===== src/rtl/watch_pkg.sv =====
// Shared types, field moduli and BCD helper
// for the watch time-keeping datapath.
package watch_pkg;

    typedef logic [3:0] bcd_t;

    localparam int MOD_SEC  = 60;
    localparam int MOD_MIN  = 60;
    localparam int MOD_HOUR = 24;

    // Binary 0..99 to {tens, units} BCD.
    function automatic logic [7:0] bin2bcd7(input logic [6:0] v);
        logic [6:0] tens;
        logic [6:0] ones;
        tens = v / 7'd10;
        ones = v % 7'd10;
        return {tens[3:0], ones[3:0]};
    endfunction

endpackage


===== src/rtl/hour12_map.sv =====
// 24-hour BCD value to 12-hour display digits
// plus PM flag.
module hour12_map
    import watch_pkg::*;
(
    input  logic [3:0] t_i,
    input  logic [3:0] u_i,
    output logic [3:0] d1_o,
    output logic [3:0] d0_o,
    output logic       pm_o
);

    logic [6:0] val;
    logic [6:0] hr;
    logic [7:0] bcd;

    // Fold 0..23 onto 12,1..11 and flag the afternoon half.
    always_comb begin
        val  = {3'b000, t_i} * 7'd10 + {3'b000, u_i};
        hr   = val;
        pm_o = 1'b0;
        if (val >= 7'd12) begin
            pm_o = 1'b1;
            hr   = val - 7'd12;
        end
        if (hr == 7'd0) begin
            hr = 7'd12;
        end
        bcd  = bin2bcd7(hr);
        d1_o = bcd[7:4];
        d0_o = bcd[3:0];
    end

endmodule


===== src/rtl/count_bcd_mod.sv =====
// Modulo-N two-digit BCD counter with carry,
// manual set and optional 12-hour display.
module count_bcd_mod
    import watch_pkg::*;
#(
    parameter int MODULUS = 24,
    parameter int INIT    = 0,
    parameter bit EN_12H  = 1'b0
) (
    input  logic       clk_i,
    input  logic       rst_i,
    input  logic       tick_i,
    input  logic       inc_i,
    input  logic       load_i,
    input  logic [6:0] load_val_i,
    input  logic       mode12_i,
    output logic [3:0] digit0_o,
    output logic [3:0] digit1_o,
    output logic       pm_o,
    output logic       carry_o,
    output logic       load_err_o
);

    localparam logic [7:0] MAX_BCD  = bin2bcd7(7'(MODULUS - 1));
    localparam logic [7:0] INIT_BCD = bin2bcd7(7'(INIT));
    localparam logic [6:0] MOD_BIN  = 7'(MODULUS);

    bcd_t t_q, t_d;
    bcd_t u_q, u_d;
    logic carry_q, carry_d;
    logic err_q, err_d;
    logic [7:0] load_bcd;

    // Next count: load beats step; tick and inc share one step.
    always_comb begin
        t_d      = t_q;
        u_d      = u_q;
        carry_d  = 1'b0;
        err_d    = 1'b0;
        load_bcd = bin2bcd7(load_val_i);
        if (load_i) begin
            if (load_val_i < MOD_BIN) begin
                t_d = load_bcd[7:4];
                u_d = load_bcd[3:0];
            end else begin
                err_d = 1'b1;
            end
        end else if (tick_i || inc_i) begin
            if ({t_q, u_q} == MAX_BCD) begin
                t_d     = 4'd0;
                u_d     = 4'd0;
                carry_d = tick_i;
            end else if (u_q == 4'd9) begin
                u_d = 4'd0;
                t_d = t_q + 4'd1;
            end else begin
                u_d = u_q + 4'd1;
            end
        end
    end

    // Count digits and pulse outputs, synchronous reset.
    always_ff @(posedge clk_i) begin
        if (rst_i) begin
            t_q     <= INIT_BCD[7:4];
            u_q     <= INIT_BCD[3:0];
            carry_q <= 1'b0;
            err_q   <= 1'b0;
        end else begin
            t_q     <= t_d;
            u_q     <= u_d;
            carry_q <= carry_d;
            err_q   <= err_d;
        end
    end

    assign carry_o    = carry_q;
    assign load_err_o = err_q;

    generate
        if (EN_12H) begin : g_12h
            if (MODULUS != 24) begin : g_bad
                $error("EN_12H requires MODULUS == 24");
            end

            logic [3:0] m1;
            logic [3:0] m0;
            logic       mpm;

            hour12_map u_map (
                .t_i  (t_q),
                .u_i  (u_q),
                .d1_o (m1),
                .d0_o (m0),
                .pm_o (mpm)
            );

            // Display mux; stored count is untouched by mode.
            always_comb begin
                digit1_o = t_q;
                digit0_o = u_q;
                pm_o     = 1'b0;
                if (mode12_i) begin
                    digit1_o = m1;
                    digit0_o = m0;
                    pm_o     = mpm;
                end
            end
        end else begin : g_24h
            logic unused_mode;
            assign unused_mode = mode12_i;
            assign digit1_o    = t_q;
            assign digit0_o    = u_q;
            assign pm_o        = 1'b0;
        end
    endgenerate

endmodule


===== config.mk =====
export PLATFORM = sky130hd
export DESIGN_NAME = count_bcd_mod
export DESIGN_NICKNAME = d
export VERILOG_FILES = /design/src/rtl/watch_pkg.sv /design/src/rtl/hour12_map.sv /design/src/rtl/count_bcd_mod.sv
export SDC_FILE = /design/constraint.sdc
export NUM_CORES = 1
export LEC_CHECK = 0
export BUFFER_PORTS_ARGS = -buffer_cell sky130_fd_sc_hd__buf_2
export CAP_MARGIN = 40
export CORE_UTILIZATION = 47
export CTS_CLUSTER_SIZE = 14
export DETAILED_ROUTE_END_ITERATION = 12
export GPL_TIMING_DRIVEN = 1
export PLACE_DENSITY_LB_ADDON = 0.25
export SLEW_MARGIN = 40
export SYNTH_ARGS = -nofsm -noshare
export SYNTH_HDL_FRONTEND = slang
export SYNTH_SLANG_ARGS = --single-unit
export TNS_END_PERCENT = 10

===== constraint.sdc =====
create_clock -name clk_i -period 2.4 [get_ports clk_i]
set_clock_uncertainty 0.15 [all_clocks]
set_input_delay 0.24 -clock clk_i [delete_from_list [all_inputs] [get_ports clk_i]]
set_output_delay 0.24 -clock clk_i [all_outputs]
set_load 0.02 [all_outputs]

# Word level (Yosys, flattened, before mapping)
# Index checks and enable logic that the tools add are counted.
# op_classes
addsub,2
n_div,2
order_cmp,1
eq_ne,3
n_mux,11
n_bitwise,3
n_reduce_logical,7
# op_table
cell,count
$mux 4,10
$add 4x1->4 const B,2
$eq 8x6->1 const B,1
$div 7x4->7 const B,1
$lt 7x5->1 const B,1
$mod 7x4->7 const B,1
$eq 4x4->1 const B,1
$reduce_or 4->1,1
$not 1->1,3
$reduce_and 3->1,1
$reduce_bool 3->1,1
$ne 2x1->1 const B,1
$reduce_and 2->1,1
$reduce_bool 2->1,1
$reduce_or 2->1,1
$logic_or 1x1->1,1
$mux 1,1
# word_totals
register_bits,10
in_bits,13
word_cells,33

# Depth between registers and ports, before layout
# Gate-level depths: netlist of the first run.
# logic_depth
word_depth,5
ltp_mapped,10
ltp_nobuf,9

# Least setup slack after synthesis of the first run
# Ideal clock, no wire load.
# synth_timing
path_type,input-to-reg
startpoint,input port load_val_i[6]
endpoint,register u_q[2] (netlist: digit0_o[2])
setup_time_ns,0.116
t_arrival_ns,2.204
path_slack_ns,-0.070
stages,10
cell_sequence,buf_6 > and3_4 > a211o_1 > a222oi_1 > ha_1 > a21oi_1 > nor3_1 > nor3_1 > a221o_1 > a41o_1
# synth_between
elab_chain_cells,3
word_cells_on_any_way,6
classes_between,1 x div; 1 x order compare; 1 x eq/ne; 2 x mux; 1 x reduce/logical
# synth_rtl
item,line_no,source
start: declaration,count_bcd_mod.sv:15,"input logic [6:0] load_val_i,"
$mod 7x4->7 or $lt 7x5->1 (tied branches),"watch_pkg.sv:16, count_bcd_mod.sv:42",
$mux 4 or $ne 2x1->1 (tied branches),--,
$mux 4 or $reduce_and 2->1 (tied branches),--,
end signal: assignment,count_bcd_mod.sv:66,u_q <= INIT_BCD[3:0];
end signal: assignment,count_bcd_mod.sv:71,u_q <= u_d;
end: declaration,count_bcd_mod.sv:29,"bcd_t u_q, u_d;"
# Parallel ways exist; a longest one is shown, timed or not. The select of a mux whose other input is x is not followed.
# A chain may end at the register's enable or synchronous reset.

# Worst setup path after layout of the first run
# Same ends and word-level chain as after synthesis.

==> results.ini, run 1 <==
[run_status]
run_status = finished clean

[routing]
wl_met1_um = 1070
drcViolationCount = 0
dr_total_vias = 1141
wl_um = 2540
vias_per_cell = 5.79
dr_wl_met2_um = 1320
ant_nets = 0
drt_pre_antenna_iters = 6
drt_iter0_drc = 10
routed.top_layer = met4
wl_per_cell_um = 12.9
dr_wl_met3_um = 123

[power_and_ir_drop]
pwr_density_cell_nw_per_um2 = 414
power_mw = 0.531
leakagePower_nw = 0.579
vdd.ir_drop.worst_mv = 0.234

[sta]
rsz0062_at_grt = yes
max_freq_ghz = 0.438
fin_crit_ns = 2.28
hold_violations = 0
layout_setup_ws_ns = 0.117
finalSetupViolCount = 0
worst_pin_slew_ns = 0.645
period_share_pct = 95.1
final_max_slew_viol_count = 0
slew_headroom_pct = 56.5

[placed_design]
globalplace.congestion = 0.894
port_buffers = 21
dp_slack_ns = -0.217
dp.cells = 192
hpwl_um = 1950

[global_route]
grt_usage_pct = 23.0
antenna_found_initial = 0
grt_pass1_vias = 953
overflow = 0
grt_pass1_wl_um = 3770
grt_max_degree = 16

[min_path]
hold_class = primary input to flop

[logic_synthesis]
syn_nets = 154
synth_edf_count = 0
ys.warnings.count = 0
ys_seq_elements = 10
syn_avg_cell_area_um2 = 7.29
synthDistinctLibCells = 51
ys_seq_area_share_pct = 20.2
ys.flop_type = dfxtp_1
async_reset_ff_share_pct = 0
syn_inst = 136
syn-cell-area_um2 = 991

[worst_setup_path]
required_ns = 2.41
crit_path_max_fanout = 5
arrival_ns = 2.30
end_kind = flop
crit_path_start_kind = primary input
crit_type = primary input to flop

[finish]
fillers = 186
diodes = 0
multi_input_area_um2 = 733
nets = 189
syn2layout_area_growth_pct = 29.3
finish.utilization_pct = 65.3
seq_area_um2 = 200
fin_cells = 197
drive_gt1_share_pct = 27.1

[run]
cap_viol_max_count = 0

[floorplanning]
die_area_um2 = 2300
die_w_um = 47.9
initial_core_util_pct = 50.5
rows = 16
core_region_area_um2 = 1960
die_h_um = 47.9
io_pins = 24

[cts]
htreeDepth = 1
cts_buffers = 3
clock_latency_ns = 0.27
hold_buffers = 0
clockBufferDepth = 2
cts_tree = built
cts.sinks = 10
clkSlewWorstSetupHoldPaths_ns = 0.07
root_buffer = clkbuf_4

final cells by class:
class                      count  share of cell area, %
inverter                       7                   2.05
tap                           27                   2.64
multi-input combinational    111                   57.2
clock buffer                   4                   2.83
sequential                    10                   15.6
timing repair buffer          38                   19.6
synth_stat cells, drive strengths merged (2+ instances only):
| library cell | count | area, um^2 |
|---|---|---|
| o21ai | 12 | 60.1 |
| nor2 | 11 | 41.3 |
| nor3 | 11 | 55.1 |
| dfxtp | 10 | 200 |
| nand2 | 9 | 33.8 |
| inv | 7 | 26.3 |
| a21oi | 6 | 30.0 |
| a31oi | 6 | 37.5 |
| buf | 5 | 32.5 |
| ha | 5 | 62.6 |
| nand3 | 4 | 20.0 |
| a22oi | 3 | 22.5 |
| and3 | 3 | 23.8 |
| and3b | 3 | 26.3 |
| clkbuf | 3 | 11.3 |
| o211ai | 3 | 27.5 |
| a211o | 2 | 17.5 |
| nand2b | 2 | 12.5 |
| nand3b | 2 | 15.0 |
| nor2b | 2 | 12.5 |
| nor3b | 2 | 15.0 |
| o31a | 2 | 17.5 |
path summary, 6_finish.rpt:
check	start	to	slack, ns	depth (start not counted)
max	load_val_i[6]	digit0_o[2]	0.12	11
min	load_i	carry_o	0.09	2
max reg2reg	digit0_o[3]	digit1_o[2]	0.32	6
min reg2reg	digit0_o[0]	digit0_o[0]	0.41	2
cell usage in the layout (no fill, tap or decap), drive strengths merged, types with 2 or more instances in the layout:
| master | count |
|---|---|
| a21oi | 6 |
| nand3 | 4 |
| nor2 | 11 |
| clkbuf | 4 |
| inv | 7 |
| and3b | 3 |
| nor3b | 2 |
| ha | 5 |
| o211ai | 3 |
| buf | 38 |
| dfxtp | 10 |
| nand3b | 2 |
| and3 | 3 |
| a211o | 2 |
| a22oi | 3 |
| nand2b | 2 |
| o31a | 2 |
| o21ai | 12 |
| a31oi | 6 |
| nor2b | 2 |
| nor3 | 11 |
| nand2 | 9 |
stage by stage:
stage                     instance area (um^2)  setup TNS [ns]  hold slack [ns]
final                                     1280               0           0.0925
after global routing                      1280         -0.0134           0.0841
after CTS                                 1240               0           0.0879
after detailed placement                  1210          -0.540            0.376
after global placement                    1210          -0.339            0.368
after floorplan                            993               0            0.167
metal layers:
| layer | global-route usage, % | vias to the layer above |
|---|---|---|
| met5 | 0 | - |
| met1 | 27.2 | 517 |
| met2 | 39.7 | 35 |
| li1 | - | 587 |
| met3 | 3.40 | 2 |
| met4 | 11.7 | 0 |
sequential cells by signal, summed over array words and instances, names as in the netlist:
signal      flops
digit1_o        4
digit0_o        4
carry_o         1
load_err_o      1
power breakdown:
part	leakage [nW]	internal [mW]	switching (mW)
registers	0.0816	0.175	0.0121
logic	0.476	0.0879	0.101
clock network	0.0210	0.0922	0.0628
logic make-up (layout without fill, tap and decap cells):
family                   Yosys count  count (layout)  share of synthesized area (%)
AO/OA/AOI/OAI                     45              45                           31.6
flip-flops                        10              10                           20.2
AND/OR/NAND/NOR                   57              57                           31.7
other                              1               1                          0.378
buffers and inverters             15              49                           7.07
XOR/XNOR                           2               2                           1.77
multiplexers                       1               1                           1.01
adder cells (fa/ha/maj)            5               5                           6.31
repair_timing:
action	CTS	global route
buffers inserted	0	1
endpoints found under the setup margin	0	3
resized for setup	0	8
worst max-delay path, cell delays in order:
cell and delay (ns):
buf_6 0.10, and3_4 0.16, a211o_1 0.27, a222oi_1 0.40, buf_4 0.20, ha_4 0.15, a31oi_1 0.08, nor3_1 0.19
nor3_1 0.06, a221o_1 0.26, a41o_1 0.18
(Power assumes the default switching activity.)
==> inputs of run 2 (changes only) <==
--- a/config.mk
+++ b/config.mk
@@ -7,7 +7,7 @@
 export LEC_CHECK = 0
 export BUFFER_PORTS_ARGS = -buffer_cell sky130_fd_sc_hd__buf_2
 export CAP_MARGIN = 40
-export CORE_UTILIZATION = 47
+export CORE_UTILIZATION = 52
 export CTS_CLUSTER_SIZE = 14
 export DETAILED_ROUTE_END_ITERATION = 12
 export GPL_TIMING_DRIVEN = 1
==> constraint.sdc (replaced) <==
create_clock -name clk_i -period 2.5 [get_ports clk_i]
set_clock_uncertainty 0.15 [all_clocks]
set_input_delay 0.25 -clock clk_i [delete_from_list [all_inputs] [get_ports clk_i]]
set_output_delay 0.25 -clock clk_i [all_outputs]
set_load 0.02 [all_outputs]
==> results.ini, run 2 (same netlist as run 1, synthesis figures left out) <==
[cts]
cts_buffers = 3  ; unchanged
cts.sinks = 10  ; unchanged
clock_latency_ns = 0.27  ; about the same
root_buffer = clkbuf_4  ; unchanged
cts_tree = built  ; unchanged
clkSlewWorstSetupHoldPaths_ns = 0.07  ; about the same
clockBufferDepth = 2  ; unchanged
htreeDepth = 1  ; unchanged

[power_and_ir_drop]
leakagePower_nw = 0.557  ; was 0.579 nW
vdd.ir_drop.worst_mv = 0.289  ; was 0.234 mV
pwr_density_cell_nw_per_um2 = 408  ; was 414 nW/um^2

[sta]
final_max_slew_viol_count = 0  ; unchanged
finalSetupViolCount = 0  ; unchanged
worst_pin_slew_ns = 0.558  ; was 0.645 ns
slew_headroom_pct = 62.4  ; was 56.5%
fin_crit_ns = 2.33
max_freq_ghz = 0.428
hold_violations = 0  ; unchanged
period_share_pct = 93.4
rsz0062_at_grt = no  ; was yes

[floorplanning]
initial_core_util_pct = 56.2  ; was 50.5%
die_w_um = 45.7  ; was 47.9 um
rows = 15  ; was 16
die_area_um2 = 2080  ; was 2300 um^2
die_h_um = 45.7  ; was 47.9 um
io_pins = 24  ; unchanged
core_region_area_um2 = 1760  ; was 1960 um^2

[routing]
drcViolationCount = 0  ; unchanged
vias_per_cell = 5.99  ; was 5.79
drt_pre_antenna_iters = 4  ; was 6
ant_nets = 0  ; unchanged
dr_total_vias = 1151  ; was 1141
drt_iter0_drc = 37  ; was 10
wl_per_cell_um = 12.8  ; was 12.9 um
wl_um = 2460  ; was 2540 um

[finish]
finish.utilization_pct = 69.4  ; was 65.3%
finish.instance_area_um2 = 1220  ; was 1280 um^2
nets = 186  ; was 189
diodes = 0  ; unchanged
most-common-layout-cells = 21 x buf_2, 14 x buf_4, 11 x nor3_1, 11 x nor2_1, 11 x o21ai_0  ; was 18 x buf_2, 17 x buf_4, 11 x nor3_1, 11 x nor2_1
mostFrequentLayoutCell = buf_2  ; unchanged
syn2layout_area_growth_pct = 23.6  ; was 29.3%
drive_gt1_share_pct = 25.1  ; was 27.1%

[worst_setup_path]
reg2regPathDepth = 6  ; unchanged
crit_type = primary input to flop  ; unchanged
r2r_start = digit0_o[2]  ; was digit0_o[3]
crit_path_start_kind = primary input  ; unchanged
crit_start = load_val_i[6]  ; unchanged
regToRegEndpoint = digit1_o[2]  ; unchanged
crit_path_max_fanout = 5  ; unchanged
reg2reg_setup_slack_ns = 0.39  ; was 0.32 ns
end_kind = flop  ; unchanged
arrival_ns = 2.35  ; was 2.30 ns
required_ns = 2.52  ; was 2.41 ns
endpoint = digit0_o[2]  ; unchanged

[global_route]
grt_usage_pct = 26.5  ; was 23.0%
grt_max_degree = 17  ; was 16
grt_pass1_wl_um = 4070  ; was 3770 um
overflow = 0  ; unchanged
antenna_found_initial = 0  ; unchanged
grt_pass1_vias = 929  ; was 953

[placed_design]
port_buffers = 21  ; unchanged
hpwl_um = 1840  ; was 1950 um
globalplace.congestion = 0.948  ; was 0.894
placed_area_um2 = 1180  ; was 1210 um^2

[run_status]
run_status = finished clean  ; unchanged

[min_path]
hold_class = primary input to flop  ; unchanged

[run]
cap_viol_max_count = 0  ; unchanged

-- run 2: layer usage --
layer | track usage [%] | up-vias | part of all wire (%)
li1 | - | 582 | -
met1 | 39.6 | 535 | 51
met2 | 39.1 | 34 | 45
met3 | 5.95 | 0 | 4.4
met4 | 3.64 | 0 | 0
met5 | 0 | - | 0
-- run 2: what timing repair did --
| item | 4_1_cts | 5_1_grt |
|---|---|---|
| gates resized for setup | 0 | 0 |
| endpoints found under the setup margin | 0 | 3 |
| hold buffers | 0 | 0 |
| buffers inserted | 0 | 1 |
-- run 2: worst min-delay path by stage --
stage / from / end / slack (ns) / cells after the start
6_report: load_i / carry_o / 0.10 / 2
5_1_grt: load_i / carry_o / 0.1 / 2
4_1_cts: load_i / carry_o / 0.1 / 2
3_5_place_dp: load_i / carry_o / 0.38 / 2
3_3_place_gp: load_i / carry_o / 0.38 / 2
2_1_floorplan: load_i / carry_o / 0.18 / 1
-- run 2: through the flow --
step	power [mW]	hold slack [ns]	worst slack [ns]	setup TNS [ns]	instances
after CTS	0.496	0.0965	0.0712	0	191
after global placement	0.341	0.381	-0.141	-0.244	187
after floorplan	0.290	0.177	0.0196	0	136
after detailed placement	0.347	0.384	-0.206	-0.448	187
final	0.500	0.102	0.166	0	192
after global routing	0.531	0.0955	0.0204	0	192
-- run 2: worst max-delay path: stages --
cell and delay (ns):
buf_2 0.12, and3_4 0.17, a211o_1 0.27, a222oi_1 0.30, buf_4 0.17, ha_1 0.23, a21oi_1 0.11, nor3_1 0.17
nor3_1 0.06, a221o_1 0.27, a41o_1 0.23
-- run 2: cell type report --
cell class              instances  area [um^2]
inverters                       7         26.3
repair buffers                 35          210
multi-input cells             111          721
flip-flops and latches         10          200
fillers                       168          539
clock buffers                   4         36.3
well taps                      25         31.3
-- run 2: where the power goes --
group / switching, mW / internal, mW / total, mW
clock: 0.0614 / 0.0886 / 0.150
combinational: 0.0958 / 0.0742 / 0.170
sequential: 0.0122 / 0.168 / 0.180
==> inputs of run 3 (changes only) <==
--- a/config.mk
+++ b/config.mk
@@ -5,9 +5,10 @@
 export SDC_FILE = /design/constraint.sdc
 export NUM_CORES = 1
 export LEC_CHECK = 0
+export ABC_AREA = 1
 export BUFFER_PORTS_ARGS = -buffer_cell sky130_fd_sc_hd__buf_2
 export CAP_MARGIN = 40
-export CORE_UTILIZATION = 52
+export CORE_UTILIZATION = 51
 export CTS_CLUSTER_SIZE = 14
 export DETAILED_ROUTE_END_ITERATION = 12
 export GPL_TIMING_DRIVEN = 1
==> results.ini, run 3 <==
[cts]
cts_resized = 0  ; unchanged
clock_latency_ns = 0.26  ; was 0.27 ns
root_buffer = clkbuf_4  ; unchanged
cts.sinks = 10  ; unchanged
hold_buffers = 0  ; unchanged
htreeDepth = 1  ; unchanged
cts_tree = built  ; unchanged
clkSlewWorstSetupHoldPaths_ns = 0.06  ; was 0.07 ns
cts_buffers = 3  ; unchanged
clockBufferDepth = 2  ; unchanged
post_cts_buffers = 0  ; unchanged

[floorplanning]
rows = 14  ; was 15
io_pins = 24  ; unchanged
initial_core_util_pct = 57.6  ; was 56.2%
die_w_um = 44.2  ; was 45.7 um
die_h_um = 44.2  ; was 45.7 um
core_region_area_um2 = 1580  ; was 1760 um^2
die_area_um2 = 1950  ; was 2080 um^2

[routing]
drt_iter0_drc = 35  ; was 37
wl_per_cell_um = 11.3  ; was 12.8 um
ant_nets = 0  ; unchanged
drcViolationCount = 0  ; unchanged
dr_total_vias = 951  ; was 1151
drt_pre_antenna_iters = 6  ; was 4
wl_um = 2010  ; was 2460 um
vias_per_cell = 5.34  ; was 5.99

[finish]
syn2layout_area_growth_pct = 14.9  ; was 23.6%
fillers = 154  ; was 168
diodes = 0  ; unchanged
mostFrequentLayoutCell = nand2_1  ; was buf_2
seq_area_um2 = 200  ; unchanged
drive_gt1_share_pct = 27.8  ; was 25.1%
nets = 182  ; was 186
multi_input_area_um2 = 617  ; was 721 um^2
most-common-layout-cells = 23 x nand2_1, 21 x buf_2, 16 x inv_1, 16 x nand3_1, 11 x o21ai_0  ; was 21 x buf_2, 14 x buf_4, 11 x nor3_1, 11 x nor2_1, 11 x o21ai_0

[logic_synthesis]
syn_nets = 158  ; was 154
ys_seq_area_share_pct = 22.0  ; was 20.2%
synthDistinctLibCells = 28  ; was 51
yosysTopAreaCell = dfxtp_1  ; unchanged
ys.warnings.count = 0  ; unchanged
ys_seq_elements = 10  ; unchanged
synthTopCellsByArea = dfxtp_1 22%, nand2_1 9.5%, nand3_1 8.8%, ha_1 6.9%, inv_1 6.6%  ; was dfxtp_1 20%, ha_1 6.3%, nor3_1 5.6%, o21ai_0 5.6%, nor2_1 4.2%
async_reset_ff_share_pct = 0  ; unchanged
ys.flop_type = dfxtp_1  ; unchanged
ys_top_cells_by_count = 23 x nand2_1, 16 x inv_1, 16 x nand3_1  ; was 11 x nor2_1, 11 x nor3_1, 11 x o21ai_0
synth_edf_count = 0  ; unchanged
synth_top_area_share_pct = 22.0  ; was 20.2%
syn-cell-area_um2 = 908  ; was 991 um^2
yosysMostFrequentCell = nand2_1
syn_avg_cell_area_um2 = 6.49  ; was 7.29 um^2
syn_inst = 140  ; was 136

[worst_setup_path]
crit_type = primary input to flop  ; unchanged
reg2regPathDepth = 11  ; was 6
reg2reg_setup_slack_ns = 0.47  ; was 0.39 ns
end_kind = flop  ; unchanged
required_ns = 2.50  ; was 2.52 ns
arrival_ns = 2.05  ; was 2.35 ns
r2r_start = digit0_o[0]  ; was digit0_o[2]
crit_path_start_kind = primary input  ; unchanged
crit_path_max_fanout = 5  ; unchanged
regToRegEndpoint = digit1_o[1]  ; was digit1_o[2]

[placed_design]
globalplace.congestion = 0.846  ; was 0.948
hpwl_um = 1620  ; was 1840 um
port_buffers = 21  ; unchanged

[sta]
tns_ns = 0  ; unchanged
finalSetupViolCount = 0  ; unchanged
final_max_slew_viol_count = 0  ; unchanged
max_freq_ghz = 0.487  ; was 0.428 GHz
period_share_pct = 82.2  ; was 93.4%
fin_crit_ns = 2.05  ; was 2.33 ns
rsz0062_at_grt = no  ; unchanged
hold_violations = 0  ; unchanged

[power_and_ir_drop]
leakagePower_nw = 0.577  ; was 0.557 nW
pwr_density_cell_nw_per_um2 = 469  ; was 408 nW/um^2
power_mw = 0.490  ; was 0.500 mW
vdd.ir_drop.worst_mv = 0.257  ; was 0.289 mV

[global_route]
grt_pass1_wl_um = 3490  ; was 4070 um
grt_max_degree = 13  ; was 17
grt_pass1_vias = 842  ; was 929
overflow = 0  ; unchanged
grt_usage_pct = 23.4  ; was 26.5%
antenna_found_initial = 0  ; unchanged

[min_path]
hold_class = primary input to flop  ; unchanged
hp-start = tick_i  ; was load_i
hold_end = carry_o  ; unchanged
holdPathStages = 2  ; unchanged

[run_status]
run_status = finished clean  ; unchanged

[run]
cap_viol_max_count = 0  ; unchanged

[run 3: changes by cell type in the layout (fill, tap and decap cells not counted), moves of 3 or more]
| cell | previous run | this run |
|---|---|---|
| a31oi_1 | 6 | 0 |
| nand2_1 | 9 | 23 |
| and3b_1 | 3 | 0 |
| nand2_2 | 0 | 6 |
| inv_2 | 0 | 5 |
| a21oi_2 | 0 | 3 |
| inv_1 | 7 | 16 |
| nand3_2 | 0 | 3 |
| nor3_1 | 11 | 1 |
| a22oi_1 | 3 | 0 |
| nand3_1 | 4 | 16 |
| xor2_1 | 1 | 5 |
| buf_4 | 14 | 0 |
[run 3: layout make-up]
type / count / area share (%)
sequential: 10 / 19.2
tap: 16 / 1.92
clock buffer: 3 / 2.16
inverter: 21 / 7.55
timing repair buffer: 21 / 10.1
multi-input combinational: 107 / 59.1
[run 3: cell families after synthesis]
logic type	count (synthesis)	share of synthesized area, %
compound gates	28	17.9
flops	10	22.0
simple gates	68	37.9
buf+inv	23	10.1
fa+ha+maj	5	6.89
other cells	1	0.413
xor+xnor	5	4.82
[run 3: worst max path at each step]
stage | start | endpoint | slack, ns | cells after the start
final | load_val_i[4] | digit0_o[2] | 0.45 | 20
after global routing | load_val_i[4] | digit0_o[2] | 0.17 | 21
after CTS | load_val_i[4] | digit0_o[2] | 0.46 | 21
after detailed placement | load_val_i[4] | digit0_o[2] | 0.20 | 20
after global placement | load_val_i[4] | digit0_o[2] | 0.26 | 21
after floorplan | load_val_i[4] | digit0_o[2] | 0.57 | 20
[run 3: report_power, final]
| part | total (mW) | switching [mW] | internal [mW] |
|---|---|---|---|
| Sequential | 0.188 | 0.0162 | 0.172 |
| Combinational | 0.195 | 0.125 | 0.0696 |
| Clock | 0.106 | 0.0508 | 0.0554 |
[run 3: worst max-delay path, cell delays in order]
cell and delay (ns):
buf_2 0.12, inv_2 0.07, nand3_1 0.14, nand3_2 0.12, nand2_4 0.07, nand2_4 0.10, nand2_1 0.06, nand3_1 0.09
nand2_2 0.08, nand2_2 0.09, nand2_1 0.07, nand2_1 0.07, inv_2 0.04, ha_1 0.19, inv_1 0.07, nand3_2 0.11
nand3_2 0.10, nand2_1 0.06, nand3_1 0.09, a21oi_2 0.06
[run 3: routing by layer]
| metal | GRT usage (%) | routed length [um] | share of wire [%] |
|---|---|---|---|
| met1 | 31.7 | 968 | 48 |
| met4 | 3.64 | 0 | 0 |
| met2 | 37.9 | 945 | 47 |
| met5 | 0 | 0 | 0 |
| met3 | 6.12 | 98 | 4.9 |
[run 3: metrics by stage]
step           instance area, um^2  hold slack [ns]  std cells  worst slack (ns)  utilization, %
4_1_cts                       1040           0.0975        178             0.460            66.2
5_1_grt                       1040            0.106        178             0.170            66.2
2_1_floorplan                  908            0.253        140             0.566               -
3_3_place_gp                  1020            0.358        175             0.255            64.8
6_report                      1040            0.101        178             0.446            66.2
3_5_place_dp                  1020            0.371        175             0.201            64.8
